[src/rtl/tick_debouncer_pkg.sv]
`default_nettype none
// ============================================================================
// tick_debouncer_pkg : state encodings and default sizing for tick_debouncer
// Revision 1.0
// ============================================================================
package tick_debouncer_pkg;

   typedef logic [1:0] state_t;

   localparam state_t IDLE_LOW  = 2'b00;
   localparam state_t ARM_HIGH  = 2'b01;
   localparam state_t HELD_HIGH = 2'b10;
   localparam state_t ARM_LOW   = 2'b11;

   localparam int DEFAULT_STABLE_TICKS = 4;
   localparam int DEFAULT_COUNT_BITS   = 8;

endpackage
`default_nettype wire

[src/rtl/tick_debouncer_sync2_ff.sv]
`default_nettype none
// ============================================================================
// sync2_ff : two-flop synchronizer for an asynchronous level, resets to 0
// Revision 1.0
// ============================================================================
module sync2_ff (
   input  logic clk,
   input  logic rst_n,
   input  logic i_d,
   output logic o_q
);

   logic r_s1;
   logic r_s0;

   always_ff @(posedge clk or negedge rst_n) begin
      if (!rst_n) begin
         r_s1 <= 1'b0;
         r_s0 <= 1'b0;
      end else begin
         r_s1 <= i_d;
         r_s0 <= r_s1;
      end
   end

   assign o_q = r_s0;

endmodule
`default_nettype wire

[src/rtl/tick_debouncer.sv]
`default_nettype none
// ============================================================================
// tick_debouncer : Tick-sampled button debouncer with press/release pulses
// Revision 1.0
// ============================================================================
module tick_debouncer
   import tick_debouncer_pkg::*;
#(
   parameter int STABLE_TICKS = DEFAULT_STABLE_TICKS,
   parameter int COUNT_BITS   = DEFAULT_COUNT_BITS
) (
   input  logic clk,
   input  logic rst_n,
   input  logic i_tick,
   input  logic i_raw_in,
   output logic o_debounced,
   output logic o_press_pulse,
   output logic o_release_pulse
);

   localparam logic [COUNT_BITS-1:0] c_STABLE = COUNT_BITS'(STABLE_TICKS);
   localparam logic [COUNT_BITS-1:0] c_ONE    = COUNT_BITS'(1);
   localparam logic [COUNT_BITS-1:0] c_ZERO   = '0;

   logic                  w_s0;
   state_t                r_state;
   state_t                w_next_state;
   logic [COUNT_BITS-1:0] r_count;
   logic [COUNT_BITS-1:0] w_next_count;
   logic [COUNT_BITS-1:0] w_count_inc;
   logic                  w_accept_high;
   logic                  w_accept_low;
   logic                  w_debounced_nxt;
   logic                  w_press_nxt;
   logic                  w_release_nxt;
   logic                  r_debounced;
   logic                  r_press;
   logic                  r_release;

   sync2_ff u_sync (
      .clk   (clk),
      .rst_n (rst_n),
      .i_d   (i_raw_in),
      .o_q   (w_s0)
   );

   assign w_count_inc = r_count + c_ONE;

   always_ff @(posedge clk or negedge rst_n) begin
      if (!rst_n) begin
         r_state     <= IDLE_LOW;
         r_count     <= c_ZERO;
         r_debounced <= 1'b0;
         r_press     <= 1'b0;
         r_release   <= 1'b0;
      end else begin
         r_state     <= w_next_state;
         r_count     <= w_next_count;
         r_debounced <= w_debounced_nxt;
         r_press     <= w_press_nxt;
         r_release   <= w_release_nxt;
      end
   end

   always_comb begin
      w_next_state  = r_state;
      w_next_count  = r_count;
      w_accept_high = 1'b0;
      w_accept_low  = 1'b0;
      case (r_state)
         IDLE_LOW: begin
            if (i_tick && w_s0) begin
               // A single-sample build accepts on the first contrary sample
               if (STABLE_TICKS == 1) begin
                  w_next_state  = HELD_HIGH;
                  w_next_count  = c_ZERO;
                  w_accept_high = 1'b1;
               end else begin
                  w_next_state = ARM_HIGH;
                  w_next_count = c_ONE;
               end
            end
         end
         ARM_HIGH: begin
            if (i_tick) begin
               if (!w_s0) begin
                  w_next_state = IDLE_LOW;
                  w_next_count = c_ZERO;
               end else if (w_count_inc == c_STABLE) begin
                  w_next_state  = HELD_HIGH;
                  w_next_count  = c_ZERO;
                  w_accept_high = 1'b1;
               end else begin
                  w_next_count = w_count_inc;
               end
            end
         end
         HELD_HIGH: begin
            if (i_tick && !w_s0) begin
               if (STABLE_TICKS == 1) begin
                  w_next_state = IDLE_LOW;
                  w_next_count = c_ZERO;
                  w_accept_low = 1'b1;
               end else begin
                  w_next_state = ARM_LOW;
                  w_next_count = c_ONE;
               end
            end
         end
         ARM_LOW: begin
            if (i_tick) begin
               if (w_s0) begin
                  w_next_state = HELD_HIGH;
                  w_next_count = c_ZERO;
               end else if (w_count_inc == c_STABLE) begin
                  w_next_state = IDLE_LOW;
                  w_next_count = c_ZERO;
                  w_accept_low = 1'b1;
               end else begin
                  w_next_count = w_count_inc;
               end
            end
         end
         default: begin
            w_next_state = IDLE_LOW;
            w_next_count = c_ZERO;
         end
      endcase
   end

   // Outputs are registered from the next state so they land with the transition
   always_comb begin
      w_debounced_nxt = (w_next_state == HELD_HIGH) || (w_next_state == ARM_LOW);
      w_press_nxt     = w_accept_high;
      w_release_nxt   = w_accept_low;
   end

   assign o_debounced     = r_debounced;
   assign o_press_pulse   = r_press;
   assign o_release_pulse = r_release;

endmodule
`default_nettype wire

[config.mk]
export PLATFORM = sky130hd
export DESIGN_NAME = tick_debouncer
export DESIGN_NICKNAME = d
export VERILOG_FILES = /design/src/rtl/tick_debouncer_pkg.sv /design/src/rtl/tick_debouncer_sync2_ff.sv /design/src/rtl/tick_debouncer.sv
export SDC_FILE = /design/constraint.sdc
export NUM_CORES = 1
export LEC_CHECK = 0
export ABC_CLOCK_PERIOD_IN_PS = 1600
export CELL_PAD_IN_SITES_DETAIL_PLACEMENT = 1
export CELL_PAD_IN_SITES_GLOBAL_PLACEMENT = 1
export CORE_ASPECT_RATIO = 1.1
export CORE_UTILIZATION = 35
export DETAILED_ROUTE_END_ITERATION = 16
export HOLD_SLACK_MARGIN = 0.05
export PLACE_DENSITY_LB_ADDON = 0.1
export SLEW_MARGIN = 10
export SYNTH_ARGS = -nofsm -noshare
export SYNTH_HDL_FRONTEND = slang
export SYNTH_SLANG_ARGS = --single-unit
[constraint.sdc]
create_clock -name clk -period 1.6 [get_ports clk]
set_clock_uncertainty 0.05 [all_clocks]
set_input_delay 0.24 -clock clk [delete_from_list [all_inputs] [get_ports clk]]
set_output_delay 0.24 -clock clk [all_outputs]
set_load 0.05 [all_outputs]
==> out/metrics.cfg <==
[min_path]
hp-class=in2async

[die]
initial_core_util=0.392
dieWidth_um=45.6
coreArea_um2=1860
num_io_pins=7
rows=16
die-area_um2=2270
die_y_um=49.9

[cts]
cts_inserted_buffers=3
h-tree-depth=1
cts.sinks=14
cts-root-buf=clkbuf_4
insertion_delay_ns=0.29
clk_pin_slew_worst_paths_ns=0.08
cts_hold_buffers=0
cts_max_path_buffers=2
cts_tree=built

[grt]
grt_max_degree=15
overflow=0
grt.total_usage=0.221
antenna_found_initial=0
grt_pass1_vias=750
grt_pass1_wl_um=3500

[pwr]
power_frac_comb=0.407
p_int_mw=0.749
p_clk_frac=0.184
peakVddDrop_uv=741
cellPowerDensity_nw_per_um2=1150
p_seq_frac=0.408
switching_share=0.364
finalPower_mw=1.18
p_switching_mw=0.430
p_leak_nw=0.448

[timing]
tightest_slew_ns=0.425
layout_min_cycle_time_ns=1.52
hold_viol=0
period_share=0.948
setup_viol=0
clock.fmax_mhz=659
rsz0062_at_grt=false
relSlewSlack=0.710
drv_slew=0

[layout]
filler_cell_count=225
multi_input_comb_area_um2=398
seq_area_um2=353
area_delta_synth_final_pct=39.9
mostFrequentLayoutCell=buf_4
drive_above_1_share=0.344
finalNonFillerCells=123
post-route-util=0.549
n_antenna_cell=0
nets=102
layout_common_cells=buf_4, dfrtp_1, nand3_1, nand2_1

[critical_path]
cp-start-kind=flop
path_max_fanout=2
arrival_ns=1.64
rrSetupSlack_ns=0.08
critPathCapture=r_state[0]
r2r_end=r_state[0]
end_kind=flop
r2r_start=r_count[0]
startpoint=r_count[0]
cp.required_ns=1.73
path_class=reg2reg
worstRegToRegCells=6

[drt]
drt-initial-drc-count=7
vias_per_cell=5.48
wirelength_um=1980
num_vias=674
drc=0
ant_nets=0
first_pass_iters=4
wl_per_cell_um=16.1

[place]
placedCellCount=119
port_buffers=6
finalWeightedCongestion=0.777
dp_hpwl_um=1530

[yosys]
synth_cells=70
async_reset_ff_frac=1.00
ys_seq_elements=14
seq_area_frac_synth=0.479
synth-main-ff-cell=dfrtp_1
synthesis.nets=75
synth-edff-count=0
syn-mean-instance-area_um2=10.4
syn_area_um2=731
synth.distinct_cells=31
synth_warnings=0

[flow_run]
maxCapViolCount=0

[status]
status=finished clean

synth_stat cells (2+ instances only):
| library cell | count | area (um^2) |
|---|---|---|
| dfrtp_1 | 14 | 350 |
| nand2_1 | 5 | 18.8 |
| nand3_1 | 5 | 25.0 |
| a211o_1 | 3 | 26.3 |
| and2_1 | 3 | 18.8 |
| inv_1 | 3 | 11.3 |
| nand3b_1 | 3 | 22.5 |
| nor2_1 | 3 | 11.3 |
| nor4_1 | 3 | 18.8 |
| a221o_2 | 2 | 22.5 |
| clkbuf_1 | 2 | 7.51 |
| mux2_2 | 2 | 22.5 |
| nand4_1 | 2 | 12.5 |
| nor3b_1 | 2 | 15.0 |
| nor4b_1 | 2 | 17.5 |
critical path, stage by stage, from the launching register on:
cell	delay (ns)
dfrtp_1	0.37
ha_2	0.20
nor4b_4	0.18
buf_4	0.15
buf_4	0.10
a31oi_1	0.07
mux2_2	0.29
metrics by stage:
stage | cell area [um^2] | hold WS, ns | setup TNS [ns] | setup WS (ns)
after floorplan | 739 | -0.106 | 0 | 0.00705
after global placement | 966 | 0.296 | -0.114 | -0.0326
after detailed placement | 966 | 0.286 | -0.392 | -0.102
after CTS | 1010 | 0.198 | 0 | 0.0297
after global routing | 1020 | 0.223 | 0 | 0.00418
final | 1020 | 0.203 | 0 | 0.0831
how the worst min path moves through the flow:
stage | endpoint | slack, ns | cells after the start
2_1_floorplan | o_debounced | -0.11 | 0
3_3_place_gp | u_sync.o_q | 0.30 | 0
3_5_place_dp | u_sync.o_q | 0.29 | 0
4_1_cts | r_count[7] | 0.20 | 2
5_1_grt | r_count[7] | 0.22 | 2
6_report | r_count[7] | 0.20 | 2
power groups by stage:
stage | Combinational [mW] | Sequential, mW | Clock, mW
2_1_floorplan | 0.212 | 0.487 | 0
3_3_place_gp | 0.444 | 0.475 | 0
3_5_place_dp | 0.463 | 0.481 | 0
4_1_cts | 0.478 | 0.481 | 0.227
5_1_grt | 0.524 | 0.494 | 0.237
6_report | 0.480 | 0.481 | 0.217
per-layer routing:
metal  GRT usage  vias up  part of all wire
li1            -      323                 -
met1       0.267      341              0.43
met2       0.355        6              0.52
met3      0.0256        4             0.018
met4       0.146        0             0.031
met5           0        -                 0
cell families after synthesis:
family | synth area share
and+or+nand+nor | 0.260
AOI/OAI and AO/OA | 0.163
DFF | 0.479
buffers and inverters | 0.0257
xor gates and xnor gates | 0.0240
muxes | 0.0308
adders and majority gates | 0.0171
area by class of cell:
| cell class | instances | area share |
|---|---|---|
| multi-input cells | 51 | 0.389 |
| flip-flops and latches | 14 | 0.345 |
| repair buffers | 24 | 0.196 |
| well taps | 27 | 0.0330 |
| clock buffers | 4 | 0.0257 |
| inverters | 3 | 0.0110 |
sequential cells by signal (all words and copies together), names as in the netlist:
name	count
o_press_pulse	1
r_count	8
u_sync.r_s1	1
o_debounced	1
r_state	1
o_release_pulse	1
u_sync.o_q	1
what timing repair did:
action	in CTS	in global routing
setup buffers	0	0
setup endpoints to repair	3	2
resized for setup	2	3
endpoints found under the hold margin	0	0
(Power assumes the default switching activity.)
